`config.mk`:
```
export PLATFORM = sky130hd
export DESIGN_NAME = gray_counter_param_flat
export DESIGN_NICKNAME = d
export VERILOG_FILES = /design/src/rtl/gray_counter_param_if.sv /design/src/rtl/gray_counter_param.sv /design/src/flat_wrapper.sv
export SDC_FILE = /design/constraint.sdc
export NUM_CORES = 1
export LEC_CHECK = 0
export BUFFER_PORTS_ARGS = -buffer_cell sky130_fd_sc_hd__buf_2
export CORE_AREA = 2 2 39 41
export DETAILED_ROUTE_END_ITERATION = 8
export DIE_AREA = 0 0 41 43
export PLACE_DENSITY = 0.62
export SETUP_SLACK_MARGIN = 0.15
export SYNTH_ARGS = -nofsm -noshare
export SYNTH_HDL_FRONTEND = slang
export SYNTH_SLANG_ARGS = --single-unit
```
`constraint.sdc`:
```
create_clock -name clk -period 1.9 [get_ports clk]
set_input_delay 0.19 -clock clk [delete_from_list [all_inputs] [get_ports clk]]
set_output_delay 0.19 -clock clk [all_outputs]
set_load 0.1 [all_outputs]
```
`src/rtl/gray_counter_param_if.sv`:
```
// Control and count bus of the parametrised Gray counter; the counter side is the slave.
interface gray_counter_param_if #(
    parameter int WIDTH = 4
);
    logic             en;
    logic             up_dn;
    logic             load;
    logic [WIDTH-1:0] load_val;
    logic [WIDTH-1:0] bin_count;
    logic [WIDTH-1:0] gray_count;
    logic             tc;
    logic             wrap;

    modport master (
        output en, up_dn, load, load_val,
        input  bin_count, gray_count, tc, wrap
    );

    modport slave (
        input  en, up_dn, load, load_val,
        output bin_count, gray_count, tc, wrap
    );
endinterface

```
`src/rtl/gray_counter_param.sv`:
```
// Up/down binary counter with registered Gray mirror, parallel load, optional saturation
// and a one-cycle wrap pulse; gray_count is registered so it can cross clock domains cleanly.
module gray_counter_param #(
    parameter int WIDTH     = 4,
    parameter int RESET_VAL = 0,
    parameter int SATURATE  = 0
) (
    input  logic                  clk,
    input  logic                  reset,
    gray_counter_param_if.slave   bus
);
    localparam logic [WIDTH-1:0] ALL_ONES = '1;
    localparam logic [WIDTH-1:0] ONE      = WIDTH'(1);
    localparam logic [WIDTH-1:0] RST_BIN  = WIDTH'(RESET_VAL);
    localparam logic [WIDTH-1:0] RST_GRAY = RST_BIN ^ (RST_BIN >> 1);

    logic [WIDTH-1:0] bin_q, bin_d;
    logic [WIDTH-1:0] gray_q, gray_d;
    logic             wrap_q, wrap_d;

    always_comb begin
        bin_d  = bin_q;
        wrap_d = 1'b0;
        if (bus.load) begin
            bin_d = bus.load_val;
        end else if (bus.en) begin
            if (bus.up_dn) begin
                if (bin_q != ALL_ONES) begin
                    bin_d = bin_q + ONE;
                end else if (SATURATE == 0) begin
                    bin_d  = '0;
                    wrap_d = 1'b1;
                end
            end else begin
                if (bin_q != '0) begin
                    bin_d = bin_q - ONE;
                end else if (SATURATE == 0) begin
                    bin_d  = ALL_ONES;
                    wrap_d = 1'b1;
                end
            end
        end
    end

    // Gray code is derived from the next binary value so both register on the same edge.
    generate
        for (genvar gi = 0; gi < WIDTH - 1; gi++) begin : g_gray
            assign gray_d[gi] = bin_d[gi] ^ bin_d[gi+1];
        end
    endgenerate
    assign gray_d[WIDTH-1] = bin_d[WIDTH-1];

    always_ff @(posedge clk) begin
        if (reset) begin
            bin_q  <= RST_BIN;
            gray_q <= RST_GRAY;
            wrap_q <= 1'b0;
        end else begin
            bin_q  <= bin_d;
            gray_q <= gray_d;
            wrap_q <= wrap_d;
        end
    end

    assign bus.bin_count  = bin_q;
    assign bus.gray_count = gray_q;
    assign bus.wrap       = wrap_q;
    assign bus.tc         = bus.up_dn ? (bin_q == ALL_ONES) : (bin_q == '0);
endmodule
```
`src/flat_wrapper.sv`:
```
// flat-port wrapper written by rule: the top's interface ports become plain ports
module gray_counter_param_flat 
#(
    parameter int WIDTH     = 4,
    parameter int RESET_VAL = 0,
    parameter int SATURATE  = 0
)
  (clk, reset, bus_en, bus_up_dn, bus_load, bus_load_val, bus_bin_count, bus_gray_count, bus_tc, bus_wrap);
  gray_counter_param_if #(.WIDTH(WIDTH)) bus_i ();
  input  logic clk;
  input  logic reset;
  input wire logic [$bits(bus_i.en)-1:0] bus_en;
  input wire logic [$bits(bus_i.up_dn)-1:0] bus_up_dn;
  input wire logic [$bits(bus_i.load)-1:0] bus_load;
  input wire logic [$bits(bus_i.load_val)-1:0] bus_load_val;
  output wire logic [$bits(bus_i.bin_count)-1:0] bus_bin_count;
  output wire logic [$bits(bus_i.gray_count)-1:0] bus_gray_count;
  output wire logic [$bits(bus_i.tc)-1:0] bus_tc;
  output wire logic [$bits(bus_i.wrap)-1:0] bus_wrap;
  assign bus_i.en = bus_en;
  assign bus_i.up_dn = bus_up_dn;
  assign bus_i.load = bus_load;
  assign bus_i.load_val = bus_load_val;
  assign bus_bin_count = bus_i.bin_count;
  assign bus_gray_count = bus_i.gray_count;
  assign bus_tc = bus_i.tc;
  assign bus_wrap = bus_i.wrap;
  gray_counter_param #(.WIDTH(WIDTH), .RESET_VAL(RESET_VAL), .SATURATE(SATURATE)) u_core (.clk(clk), .reset(reset), .bus(bus_i));
endmodule
```
==> out/results.tsv, run 1 <==
stage	metric	value	unit
clocking	clk slew on worst S/H paths	0.05	ns
die	I/O Pins	19	
synth	#FFs+latches synth	8	
detailed_routing	DRT antenna net count	0	
placed_design	Final GP Congestion	0.795	
sta	Slew Limit Fails	0	
detailed_routing	Vias	476	
synth	Unique masters post-synth	28	
synth	area leader, netlist	dfxtp_1	
clocking	TritonCTS Buffers	3	
clocking	clk sinks	8	
synth	Mapped Nets	67	
clocking	clock tree buffer depth	2	
sta	clock skew	0.00581	ns
pwr	Pwr Density	899	mW/mm^2
setup_path	CP required	1.71	ns
setup_path	type of origin of the critical path	flop	
detailed_routing	wire per inst	11.9	um
pwr	peak supply drop	424	uV
clocking	CTS Hold Bufs	0	
synth	EDFF count, synth	0	
detailed_routing	DR iter-0 viols	9	
cells_and_area	Syn-to-layout area delta	41.2	%
die	chip width	41	um
grt	pin count of the biggest net entering global routing	11	
cells_and_area	share of post-route cells with drive strength above 1	50.6	%
cells_and_area	nets	90	
sta	Highest Clock Rate	0.575	GHz
setup_path	crit path max fanout	4	
sta	crit share post-route	91.6	%
detailed_routing	First-pass DRT Iterations	4	
die	die area	0.00176	mm^2
grt	All-Layer GR Usage	14.3	%
cells_and_area	Util after Layout	49.5	%
sta	Slew @ Worst Pin	0.486	ns
grt	global-route wire length before repair	1700	um
setup_path	CP Class	flop to primary output	
synth	Synth Flop Type	dfxtp_1	
synth	most frequent cells after synthesis	8 x dfxtp_1, 8 x nor2_1, 3 x inv_1, 3 x o21ai_0	
synth	Post-Synthesis Cells	56	
sta	Final Hold Vio Count	0	
die	core area	0.00138	mm^2
clocking	CTS HTree Levels	1	
synth	syn_area_per_cell	8.67	um^2
grt	vias in the first global route	416	
synth	Seq/Total Area, Yosys	33.0	%
setup_path	crit end category	primary output	
sta	Max-Slew Margin vs Limit	67.8	%
clocking	CTS tree	done	
sta	RSZ-0062 raised after global routing	true	
job	Max Cap Viol	0	
hold_path	Hold Path Class	primary input to flop	
placed_design	Final HPWL DP	790	um
detailed_routing	vias per cell	5.12	
sta	endpoints failing setup	0	
synth	YS warnings	0	
die	Rows	14	
synth	Synth top area share	33.0	%
cells_and_area	# diodes	0	
clocking	Worst-Skew Late Latency	0.25	ns
detailed_routing	routed length on met1	503	um
die	DIE HEIGHT	43	um
detailed_routing	WL final	1110	um
sta	minimum clock period	1.74	ns
cells_and_area	non-filler instance count after layout	93	
synth	Synth async-reset ratio	0	%
clocking	root buffer cell	clkbuf_4	
grt	GR Overflow Total	0	
die	Starting Density	35.1	%
grt	initial antenna violation count	0	
detailed_routing	top sig layer	met4	
setup_path	crit path DAT	1.55	ns
detailed_routing	Post-route DRC	0	
pwr	Pleak	0.314	nW
detailed_routing	DR WL met3	58	um
placed_design	I/O Buffers	18	
outcome	status	completed	
sta	setup TNS	0	ns
detailed_routing	metal2 WL	535	um
synth	top cells by area, synth	dfxtp_1 33%, nor2_1 6.2%, ha_1 5.2%	
placed_design	placed cell count	86	
synth	Synth Cell Area	485	um^2
critical path: stages (launching register included):
cell and delay [ns]:
dfxtp_4 0.36, inv_4 0.07, ha_4 0.13, or3b_4 0.39, o21ai_4 0.16, buf_12 0.19
kinds of logic after synthesis:
logic type | after synthesis | synth area share (%)
flops | 8 | 33.0
compound gates | 13 | 18.6
buf+inv | 7 | 8.25
xor+xnor | 3 | 5.41
simple gates | 19 | 20.1
mux | 4 | 9.54
fa+ha+maj | 2 | 5.15
layout make-up:
type | instances | area, um^2
Multi-Input combinational cell | 41 | 322
Tap cell | 16 | 20.0
Inverter | 3 | 16.3
Fill cell | 128 | 698
Sequential cell | 8 | 170
Clock buffer | 3 | 22.5
Timing Repair Buffer | 22 | 135
report_power, final:
part / total, mW / internal [mW] / leakage, nW / switching (mW)
clock: 0.127 / 0.0721 / 0.0138 / 0.0547
combinational: 0.289 / 0.0816 / 0.232 / 0.208
sequential: 0.200 / 0.185 / 0.0681 / 0.0155
sequential cells by signal (all words and copies together), names as in the netlist:
| name | cells |
|---|---|
| u_core.bus.gray_count | 4 |
| u_core.bus.wrap | 1 |
| u_core.bus.bin_count | 3 |
timing repair:
action                                  in CTS  in global routing
setup buffers                                4                  0
resized for setup                            0                  0
pin swaps                                    1                  0
endpoints found under the setup margin       1                  2
stage by stage:
step | total power, mW | setup WS, ns | hold WS, ns | instance area (um^2)
floorplan | 0.438 | -0.0854 | 0.372 | 537
global route | 0.648 | 0.104 | 0.208 | 686
detailed placement | 0.483 | 0.181 | 0.462 | 633
CTS | 0.620 | 0.154 | 0.198 | 686
global placement | 0.481 | 0.181 | 0.466 | 633
finish | 0.617 | 0.160 | 0.208 | 686
per-layer routing:
layer	up-vias	GRT usage, %
met5	-	0
met4	0	8.00
met3	2	2.09
met2	17	22.5
met1	216	17.6
li1	241	-
cells in the final DEF, fill, tap and decap left out, types with 2 or more instances in the layout:
master    Yosys  layout
nor2_1        8       8
dfxtp_4       0       2
buf_2         2      17
inv_4         0       2
nand2b_1      2       2
dfxtp_2       0       2
clkbuf_4      0       3
buf_4         1       4
mux2i_1       2       2
xor2_1        2       2
nand4_1       2       2
a31oi_1       2       2
dfxtp_1       8       4
o21ai_0       3       2
a21oi_1       2       2
worst paths after layout:
| kind | from | to | slack, ns | depth (start not counted) |
|---|---|---|---|---|
| worst max-delay path | u_core.bus.bin_count[0] | bus_tc | 0.16 | 5 |
| worst min-delay path | reset | u_core.bus.gray_count[3] | 0.21 | 2 |
| worst max register to register | u_core.bus.bin_count[0] | u_core.bus.gray_count[0] | 0.19 | 7 |
| worst min register to register | u_core.bus.bin_count[2] | u_core.bus.bin_count[2] | 0.74 | 3 |
(Power assumes the default switching activity.)
==> inputs of run 2 (changes only) <==
==> constraint.sdc (replaced) <==
create_clock -name clk -period 2.2 [get_ports clk]
set_input_delay 0.22 -clock clk [delete_from_list [all_inputs] [get_ports clk]]
set_output_delay 0.22 -clock clk [all_outputs]
set_load 0.1 [all_outputs]
==> out/results.tsv, run 2 (synthesized netlist as in run 1, its figures left out) <==
stage	metric	value	unit	change
outcome	status	completed		
cells_and_area	# diodes	0		unchanged
setup_path	WP buf/inv	2		unchanged
clocking	clk sinks	8		unchanged
detailed_routing	vias per cell	5.03		-1.7%
sta	clock skew	0.00384	ns	-0.00197 ns
detailed_routing	Post-route DRC	0		unchanged
die	core area	0.00138	mm^2	unchanged
sta	setup TNS	0	ns	unchanged
placed_design	Final GP Congestion	0.722		-9.2%
clocking	CTS Hold Bufs	0		unchanged
setup_path	crit path DAT	1.71	ns	+0.16 ns
cells_and_area	commonest cells after routing, fill and taps aside	17 x buf_2, 8 x nor2_1, 4 x dfxtp_1		
detailed_routing	WL final	1020	um	-7.9%
sta	Highest Clock Rate	0.517	GHz	
setup_path	CP max-delay cell	or3b_1		
sta	Max-Slew Margin vs Limit	67.9	%	about the same
cells_and_area	share of post-route cells with drive strength above 1	39.2	%	-11 points
sta	endpoints failing setup	0		unchanged
pwr	Flop pwr share	33.1	%	+0.6 points
sta	crit share post-route	87.9	%	
grt	initial antenna violation count	0		unchanged
die	DIE HEIGHT	43	um	unchanged
sta	Slew Limit Fails	0		unchanged
setup_path	CP required	1.98	ns	+0.27 ns
cells_and_area	Util after Layout	45.1	%	-4.4 points
sta	minimum clock period	1.93	ns	
setup_path	Critical Path Start	u_core.bus.bin_count[0]		
setup_path	cells along the critical path	inv_1, ha_1, or3b_1, o21ai_4, buf_8		
clocking	Worst-Skew Late Latency	0.25	ns	about the same
placed_design	I/O Buffers	18		unchanged
setup_path	Crit path depth	5		unchanged
pwr	Logic pwr share	43.9	%	-3.0 points
cells_and_area	nets	86		-4.4%
grt	GR Overflow Total	0		unchanged
cells_and_area	commonest non-fill, non-tap cell in the layout	buf_2		
pwr	Pleak	0.286	nW	-8.9%
setup_path	crit path max fanout	7		+3
sta	Slew @ Worst Pin	0.485	ns	-0.000985 ns
cells_and_area	Syn-to-layout area delta	28.6	%	
sta	Final Hold Vio Count	0		unchanged
pwr	Sw Pwr	0.237	mW	-15%
detailed_routing	DR iter-0 viols	5		-4
grt	All-Layer GR Usage	13.5	%	-0.79 points
detailed_routing	DRT antenna net count	0		unchanged
placed_design	Final HPWL DP	819	um	+3.7%
sta	WHS	0.220	ns	+0.0120 ns
pwr	peak supply drop	454	uV	+7.0%
die	chip width	41	um	unchanged
setup_path	type of origin of the critical path	flop		
cells_and_area	non-filler instance count after layout	90		-3.2%
cells_and_area	Largest register FFs	4		unchanged
setup_path	Worst setup endpoint	bus_tc		
clocking	root buffer cell	clkbuf_4		
hold_path	Hold Path Class	primary input to flop		
clocking	clk slew on worst S/H paths	0.05	ns	about the same
setup_path	R2R cell count	7		unchanged
setup_path	R2R Setup Slk	0.36	ns	+0.17 ns
job	Max Cap Viol	0		unchanged
detailed_routing	Vias	453		-4.8%
placed_design	placed cell count	86		unchanged
setup_path	FF-to-FF End	u_core.bus.gray_count[0]		
sta	RSZ-0062 raised after global routing	false		
die	die area	0.00176	mm^2	unchanged
die	Rows	14		unchanged
clocking	CTS tree	done		
pwr	sw frac	45.4	%	+0.36 points
die	I/O Pins	19		unchanged
placed_design	DP Worst Slack	0.331	ns	+0.150 ns
setup_path	crit end category	primary output		
pwr	clock network fraction of total power	23.0	%	+2.4 points
sta	final setup margin	0.266	ns	+0.106 ns
detailed_routing	First-pass DRT Iterations	2		-2
pwr	Power Internal	0.284	mW	-16%
setup_path	CP Class	flop to primary output		
hold_path	Hold Startpoint	reset		
clocking	CTS HTree Levels	1		unchanged
grt	pin count of the biggest net entering global routing	11		unchanged
detailed_routing	wire per inst	11.3	um	-4.9%
setup_path	max incr delay on CP	0.42	ns	+0.03 ns
clocking	clock tree buffer depth	2		unchanged
grt	global-route wire length before repair	1580	um	-6.9%
grt	vias in the first global route	374		-10%
pwr	Pwr Density	834	mW/mm^2	-7.3%
setup_path	Crit path max-delay family	simple AND/OR/NAND/NOR gates		
die	Starting Density	35.1	%	unchanged
clocking	TritonCTS Buffers	3		unchanged
setup_path	worst r2r src	u_core.bus.bin_count[0]		
## run 2: routing by layer
metal	up-vias	wire length, um	global-route usage [%]
li1	237	-	-
met1	200	441	15.4
met2	16	505	20.9
met5	-	0	0
met4	0	0	6.00
met3	0	74	5.76
## run 2: power groups by stage
stage	Sequential, mW	Combinational (mW)	Clock (mW)
4_1_cts	0.172	0.227	0.122
3_5_place_dp	0.175	0.225	0
3_3_place_gp	0.174	0.225	0
6_report	0.172	0.229	0.120
5_1_grt	0.174	0.242	0.133
2_1_floorplan	0.275	0.0931	0
## run 2: worst min-delay path by stage
stage / end / slack [ns] / depth (start not counted)
floorplan: u_core.bus.bin_count[2] / 0.39 / 2
global placement: u_core.bus.gray_count[3] / 0.49 / 2
detailed placement: u_core.bus.bin_count[0] / 0.49 / 2
CTS: u_core.bus.bin_count[0] / 0.22 / 2
global route: u_core.bus.bin_count[1] / 0.23 / 2
finish: u_core.bus.bin_count[1] / 0.22 / 2
## run 2: layout make-up
cell class | count | area [um^2]
Fill cell | 148 | 759
Tap cell | 16 | 20.0
Inverter | 3 | 11.3
Sequential cell | 8 | 170
Clock buffer | 4 | 26.3
Multi-Input combinational cell | 41 | 297
Timing Repair Buffer | 18 | 100
## run 2: through the flow
| step | power, mW | area, um^2 |
|---|---|---|
| after CTS | 0.522 | 617 |
| final | 0.520 | 624 |
| after global placement | 0.399 | 588 |
| after detailed placement | 0.400 | 588 |
| after floorplan | 0.368 | 507 |
| after global routing | 0.550 | 624 |
## run 2: what timing repair did
item / in CTS / in global routing
gates resized for setup: 1 / 2
pin swaps: 0 / 0
setup endpoints to repair: 1 / 1
setup buffers: 0 / 0
hold endpoints to repair: 0 / 0
